[src/rtl/sext_pipe_if.sv]
// Handshake bundle for the pipelined immediate extender.
//   master: the producer/consumer side (ID stage feeding in, ID/EX register taking out)
//   slave : the extender itself
// Input beat : in_valid/in_ready, sext_op, imm (inst[31:7]), in_tag
// Output beat: out_valid/out_ready, imm_sext, out_tag, illegal
interface sext_pipe_if #(
  parameter int XLEN  = 32,
  parameter int TAG_W = 5
);
  logic             in_valid;
  logic             in_ready;
  logic [2:0]       sext_op;
  logic [24:0]      imm;
  logic [TAG_W-1:0] in_tag;
  logic             out_valid;
  logic             out_ready;
  logic [XLEN-1:0]  imm_sext;
  logic [TAG_W-1:0] out_tag;
  logic             illegal;

  modport master (
    output in_valid, sext_op, imm, in_tag, out_ready,
    input  in_ready, out_valid, imm_sext, out_tag, illegal
  );

  modport slave (
    input  in_valid, sext_op, imm, in_tag, out_ready,
    output in_ready, out_valid, imm_sext, out_tag, illegal
  );
endinterface

[src/rtl/sext_pipe.sv]
// Pipelined immediate extender for the decode path.
// Extends the 25-bit immediate field (inst[31:7]) per a 3-bit format select to
// XLEN bits, then carries {value, tag, illegal} through DEPTH register stages
// with a valid/ready handshake. Latency = DEPTH, capacity = DEPTH beats.
// Ports:
//   clk   : rising-edge clock
//   rst   : asynchronous active-high reset, clears valid and data registers
//   flush : synchronous kill of every in-flight beat (and of a beat offered this cycle)
//   bus   : sext_pipe_if.slave handshake bundle (input beat / output beat)
module sext_pipe #(
  parameter int XLEN  = 32,
  parameter int DEPTH = 1,
  parameter int TAG_W = 5
) (
  input  logic        clk,
  input  logic        rst,
  input  logic        flush,
  sext_pipe_if.slave  bus
);

  generate
    if (!(XLEN == 32 || XLEN == 64)) begin : g_bad_xlen
      $error("sext_pipe: XLEN must be 32 or 64");
    end
    if (DEPTH < 1 || DEPTH > 4) begin : g_bad_depth
      $error("sext_pipe: DEPTH must be 1..4");
    end
  endgenerate

  localparam int LAST = DEPTH - 1;

  typedef struct packed {
    logic [XLEN-1:0]  val;
    logic [TAG_W-1:0] tag;
    logic             ill;
  } beat_t;

  // Combinational extension, always formed at 64 bits and truncated to XLEN.
  logic [63:0] ext_w;
  logic        ext_ill;
  logic [24:0] f;
  beat_t       ext;

  assign f = bus.imm;

  always_comb begin
    ext_w   = '0;
    ext_ill = 1'b0;
    case (bus.sext_op)
      3'b001: ext_w = {{52{f[24]}}, f[24:13]};
      3'b011: begin
        if (XLEN == 32) begin
          // RV32 shamt is 5 bits; bit 5 set is an illegal encoding.
          ext_w   = {59'd0, f[17:13]};
          ext_ill = f[18];
        end else begin
          ext_w   = {58'd0, f[18:13]};
        end
      end
      3'b000: ext_w = {{52{f[24]}}, f[24:18], f[4:0]};
      3'b010: ext_w = {{51{f[24]}}, f[24], f[0], f[23:18], f[4:1], 1'b0};
      3'b100: ext_w = {{32{f[24]}}, f[24:5], 12'd0};
      3'b110: ext_w = {{43{f[24]}}, f[24], f[12:5], f[13], f[23:14], 1'b0};
      3'b101: ext_w = {59'd0, f[12:8]};
      default: ext_ill = 1'b1;
    endcase
  end

  assign ext.val = ext_w[XLEN-1:0];
  assign ext.tag = bus.in_tag;
  assign ext.ill = ext_ill;

  logic  [LAST:0] vld_pipe;
  beat_t          pipe [DEPTH];
  logic  [LAST:0] load;

  // Stage i can load unless it and every stage after it are full while the
  // consumer stalls. Closed form avoids a bit-to-bit combinational chain.
  genvar gi;
  generate
    for (gi = 0; gi < DEPTH; gi++) begin : g_load
      assign load[gi] = ~(&vld_pipe[LAST:gi]) | bus.out_ready;
    end
  endgenerate

  always_ff @(posedge clk or posedge rst) begin
    if (rst) begin
      vld_pipe <= '0;
      for (int i = 0; i < DEPTH; i++) pipe[i] <= '0;
    end else if (flush) begin
      // Kill everything in flight; data registers keep their old contents.
      vld_pipe <= '0;
    end else begin
      if (load[0]) vld_pipe[0] <= bus.in_valid;
      if (load[0] && bus.in_valid) pipe[0] <= ext;
      for (int i = 1; i < DEPTH; i++) begin
        if (load[i]) vld_pipe[i] <= vld_pipe[i-1];
        if (load[i] && vld_pipe[i-1]) pipe[i] <= pipe[i-1];
      end
    end
  end

  assign bus.in_ready  = load[0];
  assign bus.out_valid = vld_pipe[LAST];
  assign bus.imm_sext  = pipe[LAST].val;
  assign bus.out_tag   = pipe[LAST].tag;
  assign bus.illegal   = pipe[LAST].ill;

endmodule
[src/flat_wrapper.sv]
// flat-port wrapper written by rule: the top's interface ports become plain ports
module sext_pipe_flat 
#(
  parameter int XLEN  = 32,
  parameter int DEPTH = 1,
  parameter int TAG_W = 5
)
  (clk, rst, flush, bus_in_valid, bus_sext_op, bus_imm, bus_in_tag, bus_out_ready, bus_in_ready, bus_out_valid, bus_imm_sext, bus_out_tag, bus_illegal);
  sext_pipe_if #(.XLEN(XLEN), .TAG_W(TAG_W)) bus_i ();
  input  logic clk;
  input  logic rst;
  input  logic flush;
  input wire logic [$bits(bus_i.in_valid)-1:0] bus_in_valid;
  input wire logic [$bits(bus_i.sext_op)-1:0] bus_sext_op;
  input wire logic [$bits(bus_i.imm)-1:0] bus_imm;
  input wire logic [$bits(bus_i.in_tag)-1:0] bus_in_tag;
  input wire logic [$bits(bus_i.out_ready)-1:0] bus_out_ready;
  output wire logic [$bits(bus_i.in_ready)-1:0] bus_in_ready;
  output wire logic [$bits(bus_i.out_valid)-1:0] bus_out_valid;
  output wire logic [$bits(bus_i.imm_sext)-1:0] bus_imm_sext;
  output wire logic [$bits(bus_i.out_tag)-1:0] bus_out_tag;
  output wire logic [$bits(bus_i.illegal)-1:0] bus_illegal;
  assign bus_i.in_valid = bus_in_valid;
  assign bus_i.sext_op = bus_sext_op;
  assign bus_i.imm = bus_imm;
  assign bus_i.in_tag = bus_in_tag;
  assign bus_i.out_ready = bus_out_ready;
  assign bus_in_ready = bus_i.in_ready;
  assign bus_out_valid = bus_i.out_valid;
  assign bus_imm_sext = bus_i.imm_sext;
  assign bus_out_tag = bus_i.out_tag;
  assign bus_illegal = bus_i.illegal;
  sext_pipe #(.XLEN(XLEN), .DEPTH(DEPTH), .TAG_W(TAG_W)) u_core (.clk(clk), .rst(rst), .flush(flush), .bus(bus_i));
endmodule
[config.mk]
export PLATFORM = sky130hd
export DESIGN_NAME = sext_pipe_flat
export DESIGN_NICKNAME = d
export VERILOG_FILES = /design/src/rtl/sext_pipe_if.sv /design/src/rtl/sext_pipe.sv /design/src/flat_wrapper.sv
export SDC_FILE = /design/constraint.sdc
export NUM_CORES = 1
export LEC_CHECK = 0
export CORE_MARGIN = 1.5
export CORE_UTILIZATION = 44
export DETAILED_ROUTE_END_ITERATION = 6
export PLACE_DENSITY = 0.84
export SLEW_MARGIN = 20
export SYNTH_ARGS = -nofsm -noshare
export SYNTH_HDL_FRONTEND = slang
export SYNTH_SLANG_ARGS = --single-unit
[constraint.sdc]
create_clock -name clk -period 1.8 [get_ports clk]
set_input_delay 0.36 -clock clk [delete_from_list [all_inputs] [get_ports clk]]
set_output_delay 0.36 -clock clk [all_outputs]
set_load 0.005 [all_outputs]
# Word level (Yosys, flattened, before mapping)

Index checks and enable logic that the tools add are counted.

Equality and inequality tests: 6
Bitwise operators: 3
Muxes and demuxes: 4
Reduce and logical (&&, ||, !) cells: 5

Operators with widths:

| kind                                                 | number |
|---|---|
| case mux 32 bit (7 select lines)                     | 1 |
| equality test 3 bit (second input constant)          | 3 |
| equality test 3 x 2 -> 1 bit (second input constant) | 2 |
| OR reduction 6 bit                                   | 1 |
| equality test 3 x 1 -> 1 bit (second input constant) | 1 |
| logical NOT 3 bit                                    | 1 |
| two-way mux 1 bit                                    | 2 |
| NOT 1 bit                                            | 2 |
| case mux 1 bit (2 select lines)                      | 1 |
| AND reduction 2 bit                                  | 1 |
| nonzero test 2 bit                                   | 1 |
| logical AND 1 bit                                    | 1 |
| bitwise OR 1 bit                                     | 1 |

Logic and storage cells: 22
Flip-flop bits (word level): 39
Output and inout port bits: 40

# Longest topological paths before layout

Gate-level depths: netlist (run 1).

Word-level depth: 4
Depth in mapped cells: 6
Gate-level depth less buffers: 4

# Worst setup path before layout (run 1)

Ideal clock, no wire load.

Kind: flip-flop to flip-flop
Start: register u_core.vld_pipe, in the netlist u_core.bus.out_valid
End: register u_core.pipe, in the netlist u_core.bus.out_tag[4]
Data required time: 1.675 ns
Cell stages (with the launch flop): 6
Path buffers: 2
Library setup time: 0.125 ns
Setup slack: 0.296 ns
Data arrival time: 1.380 ns
Period minus slack after synthesis: 1.504 ns
Path through: dfrtp_1 nor2b_2 buf_4 nor2_4 buf_4 mux2_2

Longest elaborated chain between the ends: 4

Ends and longest elaborated chain:

| element                          | RTL line        | source |
|---|---|---|
| start: declaration               | sext_pipe.sv:73 | `logic [LAST:0] vld_pipe;` |
| start signal: indexed assignment | sext_pipe.sv:97 | `if (load[i]) vld_pipe[i] <= vld_pipe[i-1];` |
| NOT 1 bit                        | sext_pipe.sv:82 | `assign load[gi] = ~(&vld_pipe[LAST:gi]) \| bus.out_ready;` |
| bitwise OR 1 bit                 | sext_pipe.sv:82 |  |
| logical AND 1 bit                | sext_pipe.sv:95 | `if (load[0] && bus.in_valid) pipe[0] <= ext;` |
| AND reduction 2 bit (no line)    | n/a             |  |
| end signal: indexed assignment   | sext_pipe.sv:98 | `if (load[i] && vld_pipe[i-1]) pipe[i] <= pipe[i-1];` |
| end: declaration                 | sext_pipe.sv:74 | `beat_t pipe [DEPTH];` |

No other way between the ends.
A chain may end at the register's enable or synchronous reset.

# Worst setup path after layout (run 1)

Start: input bus_out_ready
End: register u_core.pipe, in the netlist u_core.bus.imm_sext[6]

Longest elaborated chain between the ends: 3

Ends and longest elaborated chain:

| element                       | RTL line           | source |
|---|---|---|
| start: declaration            | flat_wrapper.sv:17 | `input wire logic [$bits(bus_i.out_ready)-1:0] bus_out_ready;` |
| bitwise OR 1 bit              | sext_pipe.sv:82    |  |
| logical AND 1 bit             | sext_pipe.sv:95    |  |
| AND reduction 2 bit (no line) | n/a                |  |

No other way between the ends.

==> results of run 1 <==
-- cell usage after synthesis, types with 2 or more instances --
cell type / number / share of area
sky130_fd_sc_hd__a211oi_1: 4 / 0.015
sky130_fd_sc_hd__a21oi_1: 11 / 0.027
sky130_fd_sc_hd__a22o_1: 6 / 0.026
sky130_fd_sc_hd__a22oi_1: 4 / 0.015
sky130_fd_sc_hd__and3_1: 4 / 0.012
sky130_fd_sc_hd__buf_2: 6 / 0.015
sky130_fd_sc_hd__buf_4: 4 / 0.015
sky130_fd_sc_hd__clkbuf_1: 3 / 0.0055
sky130_fd_sc_hd__clkbuf_2: 2 / 0.0049
sky130_fd_sc_hd__dfrtp_1: 39 / 0.48
sky130_fd_sc_hd__inv_1: 6 / 0.011
sky130_fd_sc_hd__mux2_2: 13 / 0.072
sky130_fd_sc_hd__mux2i_1: 5 / 0.025
sky130_fd_sc_hd__nand2_1: 6 / 0.011
sky130_fd_sc_hd__nand2b_1: 2 / 0.0062
sky130_fd_sc_hd__nand3b_1: 11 / 0.041
sky130_fd_sc_hd__nor2_1: 2 / 0.0037
sky130_fd_sc_hd__o21ai_0: 16 / 0.039
sky130_fd_sc_hd__o221a_2: 3 / 0.017
sky130_fd_sc_hd__o22a_1: 10 / 0.043
sky130_fd_sc_hd__o31ai_1: 4 / 0.015
-- how the worst max path moves through the flow --
stage	end	slack, ps
after floorplan	u_core.bus.out_tag[4]	300
after detailed placement	bus_in_ready	-120
final	u_core.bus.imm_sext[6]	110
after global placement	bus_in_ready	-110
after CTS	u_core.bus.imm_sext[6]	150
after global routing	u_core.bus.imm_sext[6]	70
-- sequential cells by signal (all words and copies together) (netlist names) --
name and cells:
u_core.bus.illegal 1, u_core.bus.imm_sext 32, u_core.bus.out_tag 5, u_core.bus.out_valid 1
-- metal layers --
metal,part of all wire,routed length (um),track usage,vias up
li1,-,-,-,833
met1,0.42,2158,0.2772,853
met2,0.50,2581,0.3645,60
met3,0.067,343,0.05983,6
met4,0.0084,43,0.05031,0
met5,0,0,0,-
-- worst reg2reg max path: stages, from the launching register on --
cell and delay [ps]:
sky130_fd_sc_hd__dfrtp_1 400, sky130_fd_sc_hd__nor2b_4 140, sky130_fd_sc_hd__buf_4 150, sky130_fd_sc_hd__buf_4 140, sky130_fd_sc_hd__a2111oi_4 480, sky130_fd_sc_hd__a22o_1 200
-- cells by family (layout without fill, tap and decap cells) --
group                  Yosys count  count (layout)  share of synthesized area
AO/OA/AOI/OAI                   63              63                     0.2272
flip-flops                      39              39                     0.4803
AND/OR/NAND/NOR                 34              34                     0.1207
buffers and inverters           25             108                    0.06958
multiplexers                    19              19                     0.1022
-- what timing repair did --
action,4_1_cts,5_1_grt
setup buffers,1,0
endpoints found under the setup margin,1,0
gates resized for setup,2,0
-- where the power goes --
part           total, W  internal, W  leakage, nW  switching (W)
registers       0.00109      0.00101        0.481      0.0000754
clock network  0.000585     0.000271       0.0412       0.000314
logic          0.000725     0.000478        0.750       0.000247
total           0.00240      0.00176         1.27       0.000637
-- cell type report --
cell class / instances / area (um^2)
Timing Repair Buffer: 93 / 939.7
Tap cell: 52 / 65.06
Multi-Input combinational cell: 116 / 919.6
Sequential cell: 39 / 975.9
Inverter: 7 / 26.28
Clock buffer: 6 / 72.57
Clock inverter: 2 / 12.51
Fill cell: 356 / 1373
-- stage by stage --
step	setup TNS [ps]	utilization	total power (W)
3_3_place_gp	-1858	0.6650	0.001813
2_1_floorplan	0	-	0.001380
6_report	0	0.6869	0.002399
4_1_cts	0	0.6869	0.002428
3_5_place_dp	-2709	0.6650	0.001834
5_1_grt	0	0.6869	0.002528
==> flow_results.xml, run 1 <==
<?xml version="1.0" encoding="UTF-8"?>
<metrics>
  <group name="pwr">
    <metric name="peak_ir_drop_on_the_vdd_network" unit="mV">0.6265</metric>
    <metric name="power.leakage" unit="nW">1.272</metric>
    <metric name="power-per-cell-area" unit="mW/mm^2">796.7</metric>
  </group>
  <group name="routing">
    <metric name="detail_route.wirelength" unit="um">5127</metric>
    <metric name="detail_route.drc_violations" unit="">0</metric>
    <metric name="routedWlPerCell" unit="um">16.28</metric>
    <metric name="vias_per_cell" unit="">5.562</metric>
    <metric name="ant_nets" unit="">0</metric>
    <metric name="dr_total_vias" unit="">1752</metric>
    <metric name="detailedRoute.firstIterationViolations" unit="">94</metric>
    <metric name="detailedRoute.firstPassIterationCount" unit="">4</metric>
  </group>
  <group name="worst_setup_path">
    <metric name="cp.depth" unit="">6</metric>
    <metric name="crit_path_top_delay_cell" unit="">sky130_fd_sc_hd__clkdlybuf4s50_1</metric>
    <metric name="critical_path.startpoint_type" unit="">input pin</metric>
    <metric name="worstSetupStartpoint" unit="">bus_out_ready</metric>
    <metric name="critical-path-max-stage-delay" unit="ps">530</metric>
    <metric name="setup.worst_path.class" unit="">input pin to register</metric>
    <metric name="crit_required" unit="ps">2040</metric>
    <metric name="critical_path_peak_fanout" unit="">6</metric>
    <metric name="critical_path.reg2reg.endpoint" unit="">u_core.bus.imm_sext[6]</metric>
    <metric name="cpMostUsedCell" unit="">sky130_fd_sc_hd__buf_4</metric>
    <metric name="timing.critical_path.buf_inv" unit="">3</metric>
    <metric name="critical-path-top-delay-family" unit="">buffers and inverters</metric>
    <metric name="r2r_setup_slack" unit="ps">220</metric>
    <metric name="timing.reg2reg.worst_path_depth" unit="">5</metric>
    <metric name="setup.worst_path.end_class" unit="">register</metric>
    <metric name="timing.critical_path.cells" unit="">clkdlybuf4s50_1, nor2b_4, buf_4, buf_4, a2111oi_4, a22o_1</metric>
    <metric name="regToRegStartpoint" unit="">u_core.bus.out_valid</metric>
    <metric name="crit_arrival" unit="ps">1930</metric>
  </group>
  <group name="logic_synthesis">
    <metric name="synth_area" unit="mm^2">0.002032</metric>
    <metric name="synth-main-ff-cell" unit="">sky130_fd_sc_hd__dfrtp_1</metric>
    <metric name="yosysSeqAreaShare" unit="">0.4803</metric>
    <metric name="synth_cell_type_count" unit="">40</metric>
    <metric name="edff_count_synth" unit="">0</metric>
    <metric name="synth_warnings" unit="">0</metric>
    <metric name="synthesis.instances" unit="">180</metric>
    <metric name="synthesis.nets" unit="">218</metric>
    <metric name="synthArstFlopShare" unit="">1.000</metric>
    <metric name="ys_ff_latch" unit="">39</metric>
    <metric name="avgSynthCellArea" unit="um^2">11.29</metric>
  </group>
  <group name="job">
    <metric name="cap_violations" unit="">0</metric>
  </group>
  <group name="floorplanning">
    <metric name="initial_core_utilization" unit="">0.4635</metric>
    <metric name="core.rowCount" unit="">24</metric>
    <metric name="fp.dieArea" unit="mm^2">0.005035</metric>
    <metric name="die_w" unit="um">70.96</metric>
    <metric name="floorplan.core_area" unit="mm^2">0.004384</metric>
    <metric name="top_level_ports" unit="">78</metric>
    <metric name="die_y" unit="um">70.96</metric>
  </group>
  <group name="cts">
    <metric name="cts-hold-fix-buffers" unit="">0</metric>
    <metric name="cts_max_level" unit="">2</metric>
    <metric name="clock_latency" unit="ps">300</metric>
    <metric name="cts_tree" unit="">built</metric>
    <metric name="cts_buffers" unit="">5</metric>
    <metric name="clk_transition_reported_paths" unit="ps">80</metric>
    <metric name="cts_sinks" unit="">39</metric>
    <metric name="clk_root_buffer_cell" unit="">sky130_fd_sc_hd__clkbuf_8</metric>
    <metric name="cts_max_path_buffers" unit="">2</metric>
  </group>
  <group name="place">
    <metric name="dp.final_hpwl" unit="um">3838</metric>
    <metric name="buffer_ports.inserted" unit="">77</metric>
    <metric name="placed_cells" unit="">306</metric>
    <metric name="gp_congestion" unit="">0.8336</metric>
    <metric name="place_area" unit="mm^2">0.002915</metric>
    <metric name="worst_slack_at_placement" unit="ps">-121.5</metric>
  </group>
  <group name="sta">
    <metric name="timing.final.max_slew_violations" unit="">0</metric>
    <metric name="setup_viol_count_final" unit="">0</metric>
    <metric name="fmax" unit="MHz">592.0</metric>
    <metric name="fin_hold_ws" unit="ps">370.1</metric>
    <metric name="final.period_utilization" unit="">0.9384</metric>
    <metric name="timing.clock.skew" unit="ps">5.756</metric>
    <metric name="fin_ws" unit="ps">110.9</metric>
    <metric name="grt_setup_unrepaired" unit="">no</metric>
    <metric name="report.final.hold_viol_count" unit="">0</metric>
    <metric name="max-slew-margin-rel" unit="">0.7000</metric>
    <metric name="max_slew.worst_pin.slew" unit="ps">450.1</metric>
    <metric name="finalWorstPathRequiredPeriod" unit="ps">1689</metric>
  </group>
  <group name="global_routing">
    <metric name="grt_first_pass_wirelength" unit="um">8487</metric>
    <metric name="grt_antenna_before_repair" unit="">0</metric>
    <metric name="globalRouteOverflowTotal" unit="">0</metric>
    <metric name="grt_pass1_vias" unit="">1773</metric>
    <metric name="global_route.usage.total" unit="">0.2158</metric>
    <metric name="grt_max_degree" unit="">35</metric>
  </group>
  <group name="layout">
    <metric name="finish.instance_area" unit="mm^2">0.003012</metric>
    <metric name="final_common_cell" unit="">sky130_fd_sc_hd__clkdlybuf4s50_1</metric>
    <metric name="insertedDiodeCount" unit="">0</metric>
    <metric name="layout_common_cells" unit="">sky130_fd_sc_hd__clkdlybuf4s50_1, sky130_fd_sc_hd__dfrtp_1, sky130_fd_sc_hd__o21ai_0</metric>
    <metric name="nNetsFinal" unit="">300</metric>
    <metric name="layout-drive-gt1-share" unit="">0.1749</metric>
    <metric name="fin_cells" unit="">315</metric>
    <metric name="area_growth" unit="%">48.21</metric>
  </group>
  <group name="min_path">
    <metric name="worst_hold_path_type" unit="">input pin to async pin</metric>
  </group>
  <group name="status">
    <metric name="status" unit="">completed</metric>
  </group>
</metrics>
Note: power is estimated with default switching activity, not from simulation.
==> inputs of run 2 (changes only) <==
CORE_MARGIN = 5   (was 1.5)
==> run 2 against run 1 <==
Effect of this change:
- utilization shrank 0.13 points
- combinational power rose by 1%
- die area is 21% higher
- sequential power is essentially flat
- global-route usage is 3.9 points lower
- clock skew down 0.57 ps
- sequential share of layout area decreased by 0.16 points
- worst hold slack better by 24 ps
- clock-buffer cell count did not move
- power down 0.62%
- flip-flop and latch count is the same
- largest power group unchanged
==> flow_results.xml, run 2 (synthesized netlist as in run 1, its figures left out) <==
<?xml version="1.0" encoding="UTF-8"?>
<metrics>
  <group name="status">
    <metric name="status" unit="">completed</metric>
  </group>
  <group name="worst_setup_path">
    <metric name="critical_path.startpoint_type" unit="">input pin</metric>
    <metric name="worstSetupStartpoint" unit="">bus_out_ready</metric>
    <metric name="critical-path-max-stage-delay" unit="ps">500</metric>
    <metric name="timing.reg2reg.worst_path_depth" unit="">5</metric>
    <metric name="setup.worst_path.end_class" unit="">register</metric>
    <metric name="critical-path-top-delay-family" unit="">buffers and inverters</metric>
    <metric name="cp.depth" unit="">6</metric>
    <metric name="setup.worst_path.class" unit="">input pin to register</metric>
    <metric name="cpMostUsedCell" unit="">sky130_fd_sc_hd__buf_4</metric>
    <metric name="regToRegStartpoint" unit="">u_core.bus.out_valid</metric>
    <metric name="r2r_setup_slack" unit="ps">240</metric>
    <metric name="crit_arrival" unit="ps">1910</metric>
    <metric name="critical_path_peak_fanout" unit="">7</metric>
    <metric name="crit_required" unit="ps">2020</metric>
    <metric name="timing.critical_path.cells" unit="">clkdlybuf4s50_1, nor2b_4, buf_4, buf_4, a2111oi_4, a22o_1</metric>
    <metric name="critical_path.endpoint" unit="">u_core.bus.imm_sext[8]</metric>
    <metric name="critical_path.reg2reg.endpoint" unit="">u_core.bus.imm_sext[8]</metric>
    <metric name="crit_path_top_delay_cell" unit="">sky130_fd_sc_hd__clkdlybuf4s50_1</metric>
    <metric name="timing.critical_path.buf_inv" unit="">3</metric>
  </group>
  <group name="pwr">
    <metric name="power.leakage" unit="nW">1.294</metric>
    <metric name="power-per-cell-area" unit="mW/mm^2">787.8</metric>
    <metric name="net-switching-power" unit="W">0.0006206</metric>
    <metric name="seq_pwr_share" unit="">0.456</metric>
    <metric name="peak_ir_drop_on_the_vdd_network" unit="mV">0.5064</metric>
    <metric name="pwr-share-comb" unit="">0.307</metric>
    <metric name="internal_power" unit="W">0.001764</metric>
    <metric name="power.clock.fraction" unit="">0.237</metric>
    <metric name="netSwitchingFraction" unit="">0.2603</metric>
  </group>
  <group name="floorplanning">
    <metric name="top_level_ports" unit="">78</metric>
    <metric name="initial_core_utilization" unit="">0.4603</metric>
    <metric name="core.rowCount" unit="">24</metric>
    <metric name="die_y" unit="um">77.96</metric>
    <metric name="fp.dieArea" unit="mm^2">0.006077</metric>
    <metric name="floorplan.core_area" unit="mm^2">0.004414</metric>
    <metric name="die_w" unit="um">77.96</metric>
  </group>
  <group name="sta">
    <metric name="report.final.hold_viol_count" unit="">0</metric>
    <metric name="fin_ws" unit="ps">117.4</metric>
    <metric name="fmax" unit="MHz">594.3</metric>
    <metric name="max_slew.worst_pin.slew" unit="ps">450.3</metric>
    <metric name="final.period_utilization" unit="">0.9348</metric>
    <metric name="max-slew-margin-rel" unit="">0.6998</metric>
    <metric name="fin_hold_ws" unit="ps">393.9</metric>
    <metric name="aggregate_negative_setup_slack" unit="ps">0</metric>
    <metric name="timing.clock.skew" unit="ps">5.189</metric>
    <metric name="timing.final.max_slew_violations" unit="">0</metric>
    <metric name="finalWorstPathRequiredPeriod" unit="ps">1683</metric>
    <metric name="setup_viol_count_final" unit="">0</metric>
    <metric name="grt_setup_unrepaired" unit="">no</metric>
  </group>
  <group name="routing">
    <metric name="detail_route.wirelength" unit="um">5222</metric>
    <metric name="vias_per_cell" unit="">5.438</metric>
    <metric name="detail_route.drc_violations" unit="">0</metric>
    <metric name="detailedRoute.firstPassIterationCount" unit="">4</metric>
    <metric name="ant_nets" unit="">0</metric>
    <metric name="dr_total_vias" unit="">1751</metric>
    <metric name="routedWlPerCell" unit="um">16.22</metric>
    <metric name="detailedRoute.firstIterationViolations" unit="">79</metric>
  </group>
  <group name="cts">
    <metric name="clk_root_buffer_cell" unit="">sky130_fd_sc_hd__clkbuf_8</metric>
    <metric name="cts_buffers" unit="">5</metric>
    <metric name="cts-hold-fix-buffers" unit="">0</metric>
    <metric name="cts_max_level" unit="">2</metric>
    <metric name="clk_transition_reported_paths" unit="ps">70</metric>
    <metric name="clock_latency" unit="ps">280</metric>
    <metric name="cts_max_path_buffers" unit="">2</metric>
    <metric name="cts_sinks" unit="">39</metric>
    <metric name="cts_tree" unit="">built</metric>
  </group>
  <group name="global_routing">
    <metric name="grt_max_degree" unit="">28</metric>
    <metric name="global_route.usage.total" unit="">0.1769</metric>
    <metric name="globalRouteOverflowTotal" unit="">0</metric>
    <metric name="grt_first_pass_wirelength" unit="um">8776</metric>
    <metric name="grt_pass1_vias" unit="">1825</metric>
    <metric name="grt_antenna_before_repair" unit="">0</metric>
  </group>
  <group name="place">
    <metric name="worst_slack_at_placement" unit="ps">-118.9</metric>
    <metric name="buffer_ports.inserted" unit="">77</metric>
    <metric name="dp.final_hpwl" unit="um">4111</metric>
    <metric name="gp_congestion" unit="">0.8484</metric>
  </group>
  <group name="layout">
    <metric name="final_common_cell" unit="">sky130_fd_sc_hd__clkdlybuf4s50_1</metric>
    <metric name="layout_common_cells" unit="">sky130_fd_sc_hd__clkdlybuf4s50_1, sky130_fd_sc_hd__dfrtp_1, sky130_fd_sc_hd__buf_4</metric>
    <metric name="largest_register_ff_count" unit="">32</metric>
    <metric name="layout-drive-gt1-share" unit="">0.1963</metric>
    <metric name="insertedDiodeCount" unit="">0</metric>
    <metric name="nNetsFinal" unit="">307</metric>
    <metric name="area_growth" unit="%">48.95</metric>
  </group>
  <group name="min_path">
    <metric name="worst_hold_path_type" unit="">input pin to async pin</metric>
  </group>
  <group name="job">
    <metric name="cap_violations" unit="">0</metric>
  </group>
</metrics>
## run 2: cell types whose count changed in the layout (fill, tap and decap cells not counted), sizes merged
| cell | delta |
|---|---|
| buf | +7 |
## run 2: layout make-up
type	count	area, um^2
sequential	39	975.9
multi-input combinational	116	919.6
fill	353	1388
clock inverter	2	12.51
inverter	7	26.28
clock buffer	6	72.57
timing repair buffer	100	954.7
tap	52	65.06
## run 2: how the worst min path moves through the flow
stage                              endpoint  cells after the start
finish                u_core.bus.out_tag[0]                      3
global route          u_core.bus.out_tag[4]                      3
CTS                 u_core.bus.imm_sext[18]                      3
detailed placement  u_core.bus.imm_sext[17]                      1
global placement    u_core.bus.imm_sext[17]                      1
floorplan              u_core.bus.out_valid                      1
## run 2: power groups by stage
stage	Clock [W]	Sequential, W	Combinational, W
floorplan	0	0.00111	0.000271
global placement	0	0.00110	0.000723
detailed placement	0	0.00111	0.000736
CTS	0.000583	0.00109	0.000743
global route	0.000624	0.00111	0.000789
finish	0.000566	0.00109	0.000732
## run 2: what timing repair did
item	4_1_cts	5_1_grt
buffers inserted	1	0
gates resized for setup	2	0
endpoints found under the setup margin	1	0
hold endpoints to repair	0	0
## run 2: metrics by stage
stage / cells / instance area, um^2 / utilization / total power [W]
4_1_cts: 322 / 3027 / 0.6857 / 0.002415
3_3_place_gp: 313 / 2930 / 0.6638 / 0.001821
2_1_floorplan: 180 / 2032 / - / 0.001380
5_1_grt: 322 / 3027 / 0.6857 / 0.002522
6_report: 322 / 3027 / 0.6857 / 0.002385
3_5_place_dp: 313 / 2930 / 0.6638 / 0.001841
## run 2: worst reg2reg max path: cells and delay by family, from the launching register on
family / cells / cell delay (ps)
AO/OA/AOI/OAI: 2 / 680
flip-flops: 1 / 380
AND/OR/NAND/NOR: 1 / 130
buffers and inverters: 2 / 310
## run 2: metal layers
metal	vias up	routed length (um)	share of wire	global-route usage
li1	849	-	-	-
met1	832	2188	0.42	0.2170
met2	65	2518	0.48	0.2963
met3	5	478	0.092	0.06829
met4	0	37	0.0071	0.03716
met5	-	0	0	0
==> inputs of run 3 (changes only) <==
CORE_UTILIZATION = 40   (was 44)
PLACE_DENSITY = 0.81   (was 0.84)
clock period = 1.4 ns   (was 1.8 ns; I/O delays follow)
==> run 3 against run 2 <==
Effect of this change:
- register-to-register slack got worse by 200 ps
- combinational power increased by 22%
- clock power increased by 31%
- flip-flop and latch count unchanged
- critical path type is now register to register
- power increased by 27%
- worst setup slack got worse by 80 ps
- die area increased by 8.7%
==> flow_results.xml, run 3 (synthesized netlist as in run 1, its figures left out) <==
<?xml version="1.0" encoding="UTF-8"?>
<metrics>
  <group name="job">
    <metric name="cap_violations" unit="">0</metric>
  </group>
  <group name="sta">
    <metric name="max-slew-margin-rel" unit="">0.7895</metric>
    <metric name="timing.clock.skew" unit="ps">2.848</metric>
    <metric name="fmax" unit="MHz">733.9</metric>
    <metric name="finalWorstPathRequiredPeriod" unit="ps">1363</metric>
    <metric name="max_slew.worst_pin.slew" unit="ps">311.3</metric>
    <metric name="fin_ws" unit="ps">37.34</metric>
    <metric name="timing.final.max_slew_violations" unit="">0</metric>
    <metric name="setup_viol_count_final" unit="">0</metric>
    <metric name="final.period_utilization" unit="">0.9733</metric>
    <metric name="report.final.hold_viol_count" unit="">0</metric>
    <metric name="grt_setup_unrepaired" unit="">yes</metric>
  </group>
  <group name="cts">
    <metric name="cts_sinks" unit="">39</metric>
    <metric name="clock_latency" unit="ps">280</metric>
    <metric name="clk_transition_reported_paths" unit="ps">70</metric>
    <metric name="cts-hold-fix-buffers" unit="">0</metric>
    <metric name="clk_root_buffer_cell" unit="">sky130_fd_sc_hd__clkbuf_8</metric>
    <metric name="cts_buffers" unit="">5</metric>
    <metric name="cts_max_path_buffers" unit="">2</metric>
    <metric name="cts_max_level" unit="">2</metric>
    <metric name="cts_tree" unit="">built</metric>
  </group>
  <group name="routing">
    <metric name="vias_per_cell" unit="">5.172</metric>
    <metric name="detailedRoute.firstIterationViolations" unit="">135</metric>
    <metric name="dr_total_vias" unit="">1800</metric>
    <metric name="detailedRoute.firstPassIterationCount" unit="">4</metric>
    <metric name="detail_route.drc_violations" unit="">0</metric>
    <metric name="detail_route.wirelength" unit="um">5455</metric>
    <metric name="ant_nets" unit="">0</metric>
    <metric name="routedWlPerCell" unit="um">15.68</metric>
  </group>
  <group name="layout">
    <metric name="layout-drive-gt1-share" unit="">0.2302</metric>
    <metric name="insertedDiodeCount" unit="">0</metric>
    <metric name="area_growth" unit="%">53.51</metric>
    <metric name="largest_register_ff_count" unit="">32</metric>
    <metric name="layout_common_cells" unit="">sky130_fd_sc_hd__dlygate4sd2_1, sky130_fd_sc_hd__dfrtp_1, sky130_fd_sc_hd__clkdlybuf4s50_1</metric>
    <metric name="final_common_cell" unit="">sky130_fd_sc_hd__dlygate4sd2_1</metric>
    <metric name="fin_cells" unit="">348</metric>
    <metric name="nNetsFinal" unit="">316</metric>
    <metric name="fillerInstances" unit="">437</metric>
  </group>
  <group name="worst_setup_path">
    <metric name="critical_path_peak_fanout" unit="">7</metric>
    <metric name="setup.worst_path.class" unit="">register to register</metric>
    <metric name="crit_arrival" unit="ps">1590</metric>
    <metric name="timing.reg2reg.worst_path_depth" unit="">6</metric>
    <metric name="critical_path.startpoint_type" unit="">register</metric>
    <metric name="setup.worst_path.end_class" unit="">register</metric>
    <metric name="crit_required" unit="ps">1620</metric>
  </group>
  <group name="pwr">
    <metric name="power.leakage" unit="nW">1.471</metric>
    <metric name="power" unit="W">0.003029</metric>
    <metric name="power-per-cell-area" unit="mW/mm^2">971.0</metric>
    <metric name="peak_ir_drop_on_the_vdd_network" unit="mV">0.7295</metric>
  </group>
  <group name="place">
    <metric name="gp_congestion" unit="">0.8579</metric>
    <metric name="placed_cells" unit="">329</metric>
    <metric name="dp.final_hpwl" unit="um">4167</metric>
    <metric name="worst_slack_at_placement" unit="ps">-367.6</metric>
    <metric name="buffer_ports.inserted" unit="">77</metric>
  </group>
  <group name="status">
    <metric name="status" unit="">completed</metric>
  </group>
  <group name="min_path">
    <metric name="worstHoldPathCells" unit="">2</metric>
    <metric name="worst_hold_path_type" unit="">input pin to register</metric>
  </group>
  <group name="global_routing">
    <metric name="grt_pass1_vias" unit="">1897</metric>
    <metric name="global_route.usage.total" unit="">0.1714</metric>
    <metric name="grt_max_degree" unit="">40</metric>
    <metric name="grt_antenna_before_repair" unit="">0</metric>
    <metric name="globalRouteOverflowTotal" unit="">0</metric>
    <metric name="grt_first_pass_wirelength" unit="um">8873</metric>
  </group>
  <group name="floorplanning">
    <metric name="fp.dieArea" unit="mm^2">0.006606</metric>
    <metric name="floorplan.core_area" unit="mm^2">0.005010</metric>
    <metric name="initial_core_utilization" unit="">0.4056</metric>
    <metric name="top_level_ports" unit="">78</metric>
    <metric name="die_w" unit="um">81.28</metric>
    <metric name="core.rowCount" unit="">26</metric>
    <metric name="die_y" unit="um">81.28</metric>
  </group>
</metrics>
run 3: changes by cell type in the layout (fill, tap and decap cells not counted), sizes merged:
cell and change:
clkdlybuf4s15 +1, buf +9, dlygate4sd2 +42, clkdlybuf4s50 -44, dlymetal6s2s +1, clkinvlp -1
run 3: metrics by stage:
step / TNS, ps / instance area (um^2) / hold WS, ps / util
after floorplan: 0 / 2048 / 346.4 / -
after global placement: -11420 / 2968 / 484.7 / 0.5924
after detailed placement: -12630 / 2968 / 495.7 / 0.5924
after CTS: 0 / 3105 / 366.3 / 0.6199
after global routing: -93.22 / 3119 / 230.5 / 0.6226
final: 0 / 3119 / 210.2 / 0.6226
run 3: layout make-up:
cell class	instances	area, um^2	share of cell area
Timing Repair Buffer	109	1012	0.3245
Sequential cell	39	975.9	0.3129
Inverter	7	26.28	0.008424
Clock buffer	6	82.58	0.02647
Multi-Input combinational cell	116	929.6	0.2980
Clock inverter	1	5.005	0.001604
Tap cell	70	87.58	0.02808
run 3: path summary, 6_finish.rpt:
check | slack [ps] | startpoint | to
max | 40 | u_core.bus.out_valid | u_core.bus.imm_sext[7]
min | 210 | flush | u_core.bus.out_valid
max reg2reg | 40 | u_core.bus.out_valid | u_core.bus.imm_sext[7]
min reg2reg | 500 | u_core.bus.out_tag[0] | u_core.bus.out_tag[0]
max in group asynchronous | 860 | rst | u_core.bus.imm_sext[9]
min in group asynchronous | 360 | rst | u_core.bus.imm_sext[28]
run 3: power breakdown:
part	switching [W]	total, W	internal [W]
clock	0.000358	0.000744	0.000386
sequential	0.0000885	0.00139	0.00130
combinational	0.000341	0.000893	0.000551
total	0.000788	0.00303	0.00224
run 3: routing by layer:
layer / track usage / share of wire / vias to the layer above
met5: 0 / 0 / -
li1: - / - / 866
met4: 0.03716 / 0.011 / 0
met2: 0.3005 / 0.51 / 61
met1: 0.2106 / 0.42 / 867
met3: 0.04435 / 0.066 / 6
run 3: worst max-delay path: stages, from the launching register on:
cell	delay (ps)
sky130_fd_sc_hd__dfrtp_1	380
sky130_fd_sc_hd__nor2b_4	140
sky130_fd_sc_hd__buf_6	120
sky130_fd_sc_hd__buf_6	130
sky130_fd_sc_hd__a2111oi_4	220
sky130_fd_sc_hd__buf_4	200
sky130_fd_sc_hd__a22o_1	120
run 3: what timing repair did:
| item | in CTS | in global routing |
|---|---|---|
| endpoints found under the setup margin | 68 | 11 |
| resized for setup | 50 | 2 |
| cloned | 0 | 0 |
| setup buffers | 11 | 1 |
| endpoints found under the hold margin | 0 | 0 |
| pin swaps | 1 | 3 |
